[src/rtl/odyssey_video_timing.sv]
// Raster timing generator: pixel enable, h/v counters, sync and blank flags, NTSC/PAL geometry.
// Optional frame counter enabled by defining ODYSSEY_VT_FRAME_CNT_EN.
module odyssey_video_timing #(
    parameter int CE_DIV   = 4,
    parameter int H_TOTAL  = 384,
    parameter int H_ACTIVE = 320,
    parameter int HS_START = 336,
    parameter int HS_END   = 364,
    parameter int V_ACTIVE = 240
) (
    input  logic       clk,
    input  logic       reset,
    input  logic       pal,
    input  logic       scandouble,
    output logic       ce_pix,
    output logic [8:0] hcount,
    output logic [8:0] vcount,
    output logic       line_dbl,
    output logic       HBlank,
    output logic       HSync,
    output logic       VBlank,
    output logic       VSync,
    output logic       new_frame,
    output logic [7:0] frame_cnt
);

    localparam int DW = $clog2(CE_DIV);
    localparam logic [DW-1:0] DIV_FULL_LAST = DW'(CE_DIV - 1);
    localparam logic [DW-1:0] DIV_HALF_LAST = DW'(CE_DIV / 2 - 1);
    localparam logic [8:0]    H_LAST        = 9'(H_TOTAL - 1);

    generate
        if (H_TOTAL > 512 || HS_END > H_TOTAL || V_ACTIVE >= 244 ||
            CE_DIV < 2 || (CE_DIV % 2) != 0) begin : g_param_check
            $error("odyssey_video_timing: illegal parameter set");
        end
    endgenerate

    logic [DW-1:0] div;
    logic [DW-1:0] div_last;
    logic          pal_q;
    logic          sd_q;
    logic          ce;
    logic          line_end;
    logic          line_adv;
    logic          frame_wrap;
    logic [8:0]    v_last;

    always_comb begin
        div_last   = sd_q ? DIV_HALF_LAST : DIV_FULL_LAST;
        v_last     = pal_q ? 9'd311 : 9'd261;
        ce         = (div == div_last);
        line_end   = ce && (hcount == H_LAST);
        // in line-doubled mode the source line only advances after its second copy
        line_adv   = line_end && (!sd_q || line_dbl);
        frame_wrap = line_adv && (vcount == v_last);
        ce_pix     = ce && !reset;
        new_frame  = frame_wrap && !reset;
    end

    always_ff @(posedge clk) begin
        if (reset) begin
            div      <= '0;
            hcount   <= '0;
            vcount   <= '0;
            line_dbl <= 1'b0;
            pal_q    <= pal;
            sd_q     <= scandouble;
        end else begin
            div <= ce ? '0 : div + DW'(1);
            if (ce) begin
                hcount <= line_end ? 9'd0 : hcount + 9'd1;
                if (line_end) begin
                    line_dbl <= sd_q ? ~line_dbl : 1'b0;
                    if (line_adv) begin
                        vcount <= frame_wrap ? 9'd0 : vcount + 9'd1;
                    end
                end
            end
            if (frame_wrap) begin
                pal_q <= pal;
                sd_q  <= scandouble;
            end
        end
    end

    always_comb begin
        HBlank = (hcount >= 9'(H_ACTIVE));
        HSync  = (hcount >= 9'(HS_START)) && (hcount < 9'(HS_END));
        VBlank = (vcount >= 9'(V_ACTIVE));
        VSync  = pal_q ? ((vcount >= 9'd270) && (vcount <= 9'd272))
                       : ((vcount >= 9'd244) && (vcount <= 9'd246));
    end

`ifdef ODYSSEY_VT_FRAME_CNT_EN
    logic [7:0] frame_cnt_q;

    always_ff @(posedge clk) begin
        if (reset) begin
            frame_cnt_q <= 8'd0;
        end else if (frame_wrap) begin
            frame_cnt_q <= frame_cnt_q + 8'd1;
        end
    end

    assign frame_cnt = frame_cnt_q;
`else
    assign frame_cnt = 8'd0;
`endif

endmodule

[config.mk]
export PLATFORM = sky130hd
export DESIGN_NAME = odyssey_video_timing
export DESIGN_NICKNAME = d
export VERILOG_FILES = /design/src/rtl/odyssey_video_timing.sv
export SDC_FILE = /design/constraint.sdc
export NUM_CORES = 1
export LEC_CHECK = 0
export ABC_AREA = 1
export CORE_MARGIN = 4
export CORE_UTILIZATION = 43
export CTS_CLUSTER_DIAMETER = 30
export CTS_CLUSTER_SIZE = 14
export DETAILED_ROUTE_END_ITERATION = 6
export PLACE_DENSITY = 0.76
export SKIP_CTS_REPAIR_TIMING = 1
export SLEW_MARGIN = 40
export SYNTH_ARGS = -nofsm -noshare
export SYNTH_HDL_FRONTEND = slang
export SYNTH_SLANG_ARGS = --single-unit
[constraint.sdc]
create_clock -name clk -period 1.47 [get_ports clk]
set_clock_uncertainty 0.05 [all_clocks]
set_input_delay 0.294 -clock clk [delete_from_list [all_inputs] [get_ports clk]]
set_output_delay 0.294 -clock clk [all_outputs]
set_load 0.05 [all_outputs]
==> flow_summary_export.csv <==
group,metric,value,unit
run_status,status,"complete, but fails checks",
run_status,violations,"negative setup slack",
hold_path,min_path_cells,1,
logic_synthesis,yosysWarnings,0,
hold_path,worst_hold_path_type,"input pin to flop",
worst_setup_path,crit_path_top_delay_cell,"dfxtp_4",
worst_setup_path,rr_worst_depth,12,
logic_synthesis,ys_ff_latch,23,
routing,viasPerCell,5.62,
global_route,grt_antenna_before_repair,0,
layout,antenna_cells,0,
logic_synthesis,synth_flop_cell,"dfxtp_1",
sta,finalCriticalPeriod,2140,ps
worst_setup_path,crit_type,"flop to primary output",
placed_design,postPlaceCellArea,2280,um2
routing,post-route-drc-count,0,
floorplanning,initial_core_util,46.7,%
global_route,track_usage,20.1,%
sta,slew_viol_final,0,
global_route,grt_pass1_vias,1463,
logic_synthesis,yosys.area.top_type,"dfxtp_1",
worst_setup_path,worstPathRequired,1130,ps
worst_setup_path,crit_family,"simple AND/OR/NAND/NOR gates",
clock_tree,cts_root_buf,"clkbuf_4",
floorplanning,row_count,19,
sta,clock.fmax,467,MHz
hold_path,hold_path_end,"pal_q",
power,power_leakage,1.08,nW
logic_synthesis,avgSynthCellArea,7.01,um2
clock_tree,cts_num_sinks,23,
sta,rsz0062_at_grt,"yes",
floorplanning,die_h,63.7,um
power,cellPowerDensity,477,nW/um2
sta,setup_viol,30,
logic_synthesis,synth_async_sr_flop_share,0,%
worst_setup_path,r2r-start,"sd_q",
clock_tree,htreeDepth,1,
routing,vias,1687,
layout,seq_area,531,um2
clock_tree,cts_tree,"done",
logic_synthesis,synth_cell_type_count,28,
worst_setup_path,endpoint_kind,"primary output",
logic_synthesis,netlist_area,1330,um2
floorplanning,die_area,4050,um2
logic_synthesis,synth_edf_count,2,
routing,drt_iter0_drc,114,
layout,final_nets,278,
worst_setup_path,arrival,1800,ps
worst_setup_path,r2r_slack,-490,ps
routing,drt-total-wl,5380,um
layout,stdcell_count,300,
global_route,grt_pass1_wl,6600,um
sta,post-route-period-util,146,%
power,vdd_drop_max,516,uV
layout,drive_gt1_share,53.2,%
layout,area_growth,90.0,%
layout,multi_input_area,896,um2
worst_setup_path,cp_cell_sequence,"nand2_1, o21ai_0, nand4_1, nor3_4, buf_12",
placed_design,routabilityCongestion,0.979,
global_route,grt_max_degree,14,
worst_setup_path,start_kind,"flop",
layout,nFillCells,132,
logic_synthesis,yosysSeqAreaShare,36.1,%
logic_synthesis,synth.top_cells.by_area,"dfxtp_1 (32%), nand2_1 (13%), nor2_1 (9.0%)",
placed_design,placement.io_buffers,28,
floorplanning,pin_count,37,
floorplanning,die_width,63.7,um
layout,final_area,2530,um2
sta,hold_viol,0,
worst_setup_path,path_buf_inv,1,
placed_design,hpwl,3320,um
placed_design,dp_cells,286,
clock_tree,clock_path_buffers,2,
global_route,grt_overflow,0,
hold_path,min-delay-start,"pal",
routing,first_pass_iters,5,
clock_tree,numCtsBuffers,3,
worst_setup_path,worstReg2RegEnd,"vcount[7]",
logic_synthesis,synth_top_area_share,31.5,%
floorplanning,core-area,2850,um2
clock_tree,clkLatencyLatePin,330,ps
routing,ant_nets,0,
clock_tree,clk_pin_slew_worst_paths,120,ps
logic_synthesis,yosysMostFrequentCell,"nand2_1",
logic_synthesis,synth_cells,190,
routing,routedWlPerCell,17.9,um
logic_synthesis,synthTopCellsByCount,"nand2_1 (45), nor2_1 (32), dfxtp_1 (21), inv_1 (21), nand3_1 (14)",
sta,setup_ws,-670,ps
worst_setup_path,slowest_delay,380,ps
run,max-cap-violations,0,
worst_setup_path,worst-path-max-fanout,3,
==> layout make-up <==
type / instances / area share [%]
repair buffers: 77 / 37.6
multi-input cells: 143 / 35.4
flip-flops and latches: 23 / 21.0
inverters: 22 / 3.46
well taps: 31 / 1.53
clock buffers: 3 / 0.890
clock inverters: 1 / 0.198
==> state kept, by name (all words and copies together), names as in the netlist <==
register and cells:
hcount 9, sd_q 1, pal_q 1, div 2, line_dbl 1, vcount 9
==> worst max path at each step <==
stage	from	to	slack, ps	cells after the start
floorplan	hcount[1]	new_frame	-450	5
global placement	hcount[1]	new_frame	-120	6
detailed placement	hcount[1]	new_frame	-210	6
CTS	hcount[1]	new_frame	-590	6
global route	vcount[5]	new_frame	-740	5
finish	vcount[4]	new_frame	-670	5
==> logic make-up after synthesis <==
group / after synthesis / share of synthesized area [%]
flops: 23 / 36.1
xor+xnor: 4 / 2.63
compound gates: 18 / 7.23
simple gates: 109 / 38.5
buf+inv: 31 / 11.5
other cells: 1 / 0.281
fa+ha+maj: 4 / 3.76
==> placed cells by master (no fill, tap or decap) <==
| master | count |
|---|---|
| nand4_1 | 5 |
| conb_1 | 8 |
| edfxtp_1 | 2 |
| nor3_4 | 1 |
| and3_2 | 1 |
| dfxtp_2 | 7 |
| o21ai_0 | 2 |
| nand3_4 | 3 |
| a21oi_4 | 1 |
| o21a_1 | 1 |
| buf_6 | 14 |
| buf_4 | 35 |
| ha_1 | 3 |
| inv_4 | 2 |
| clkdlybuf4s50_1 | 3 |
| dfxtp_1 | 3 |
| a21oi_1 | 6 |
| or2_4 | 1 |
| nor2_4 | 7 |
| a211oi_2 | 1 |
| nor2_2 | 2 |
| clkinv_2 | 1 |
| o22ai_2 | 1 |
| buf_12 | 25 |
| a21oi_2 | 4 |
| clkbuf_4 | 3 |
| xnor2_1 | 2 |
| xor2_1 | 2 |
| dfxtp_4 | 11 |
| nand2_2 | 12 |
| inv_1 | 15 |
| o21ai_1 | 2 |
| ha_4 | 1 |
| nand2_1 | 30 |
| nor2_1 | 26 |
| nand2_4 | 5 |
| nor3b_1 | 2 |
| nand3_1 | 14 |
| inv_2 | 5 |
==> routing by layer <==
layer	vias up	share of wire [%]	GRT usage [%]
met5	-	0	0
met2	107	50	37.3
li1	752	-	-
met4	0	5.4	7.28
met1	788	37	22.8
met3	40	7.1	3.20
==> where the power goes <==
group | switching, W | total (W) | internal [W] | leakage, nW
clock network | 0.000206 | 0.000309 | 0.000102 | 0.0177
registers | 0.0000148 | 0.000644 | 0.000630 | 0.202
logic | 0.000156 | 0.000255 | 0.0000989 | 0.864
==> metrics by stage <==
stage / utilization (%) / hold slack, ps / total power (W) / setup slack, ps / setup TNS (ps)
global placement: 80.0 / 417 / 0.000861 / -125 / -950
finish: 88.7 / 471 / 0.00121 / -670 / -9770
detailed placement: 80.0 / 450 / 0.000868 / -213 / -1850
CTS: 81.0 / 459 / 0.00117 / -594 / -4170
global route: 88.7 / 442 / 0.00126 / -737 / -12420
floorplan: - / 303 / 0.000795 / -453 / -1600
No activity file was read; power rests on OpenSTA's default activity.
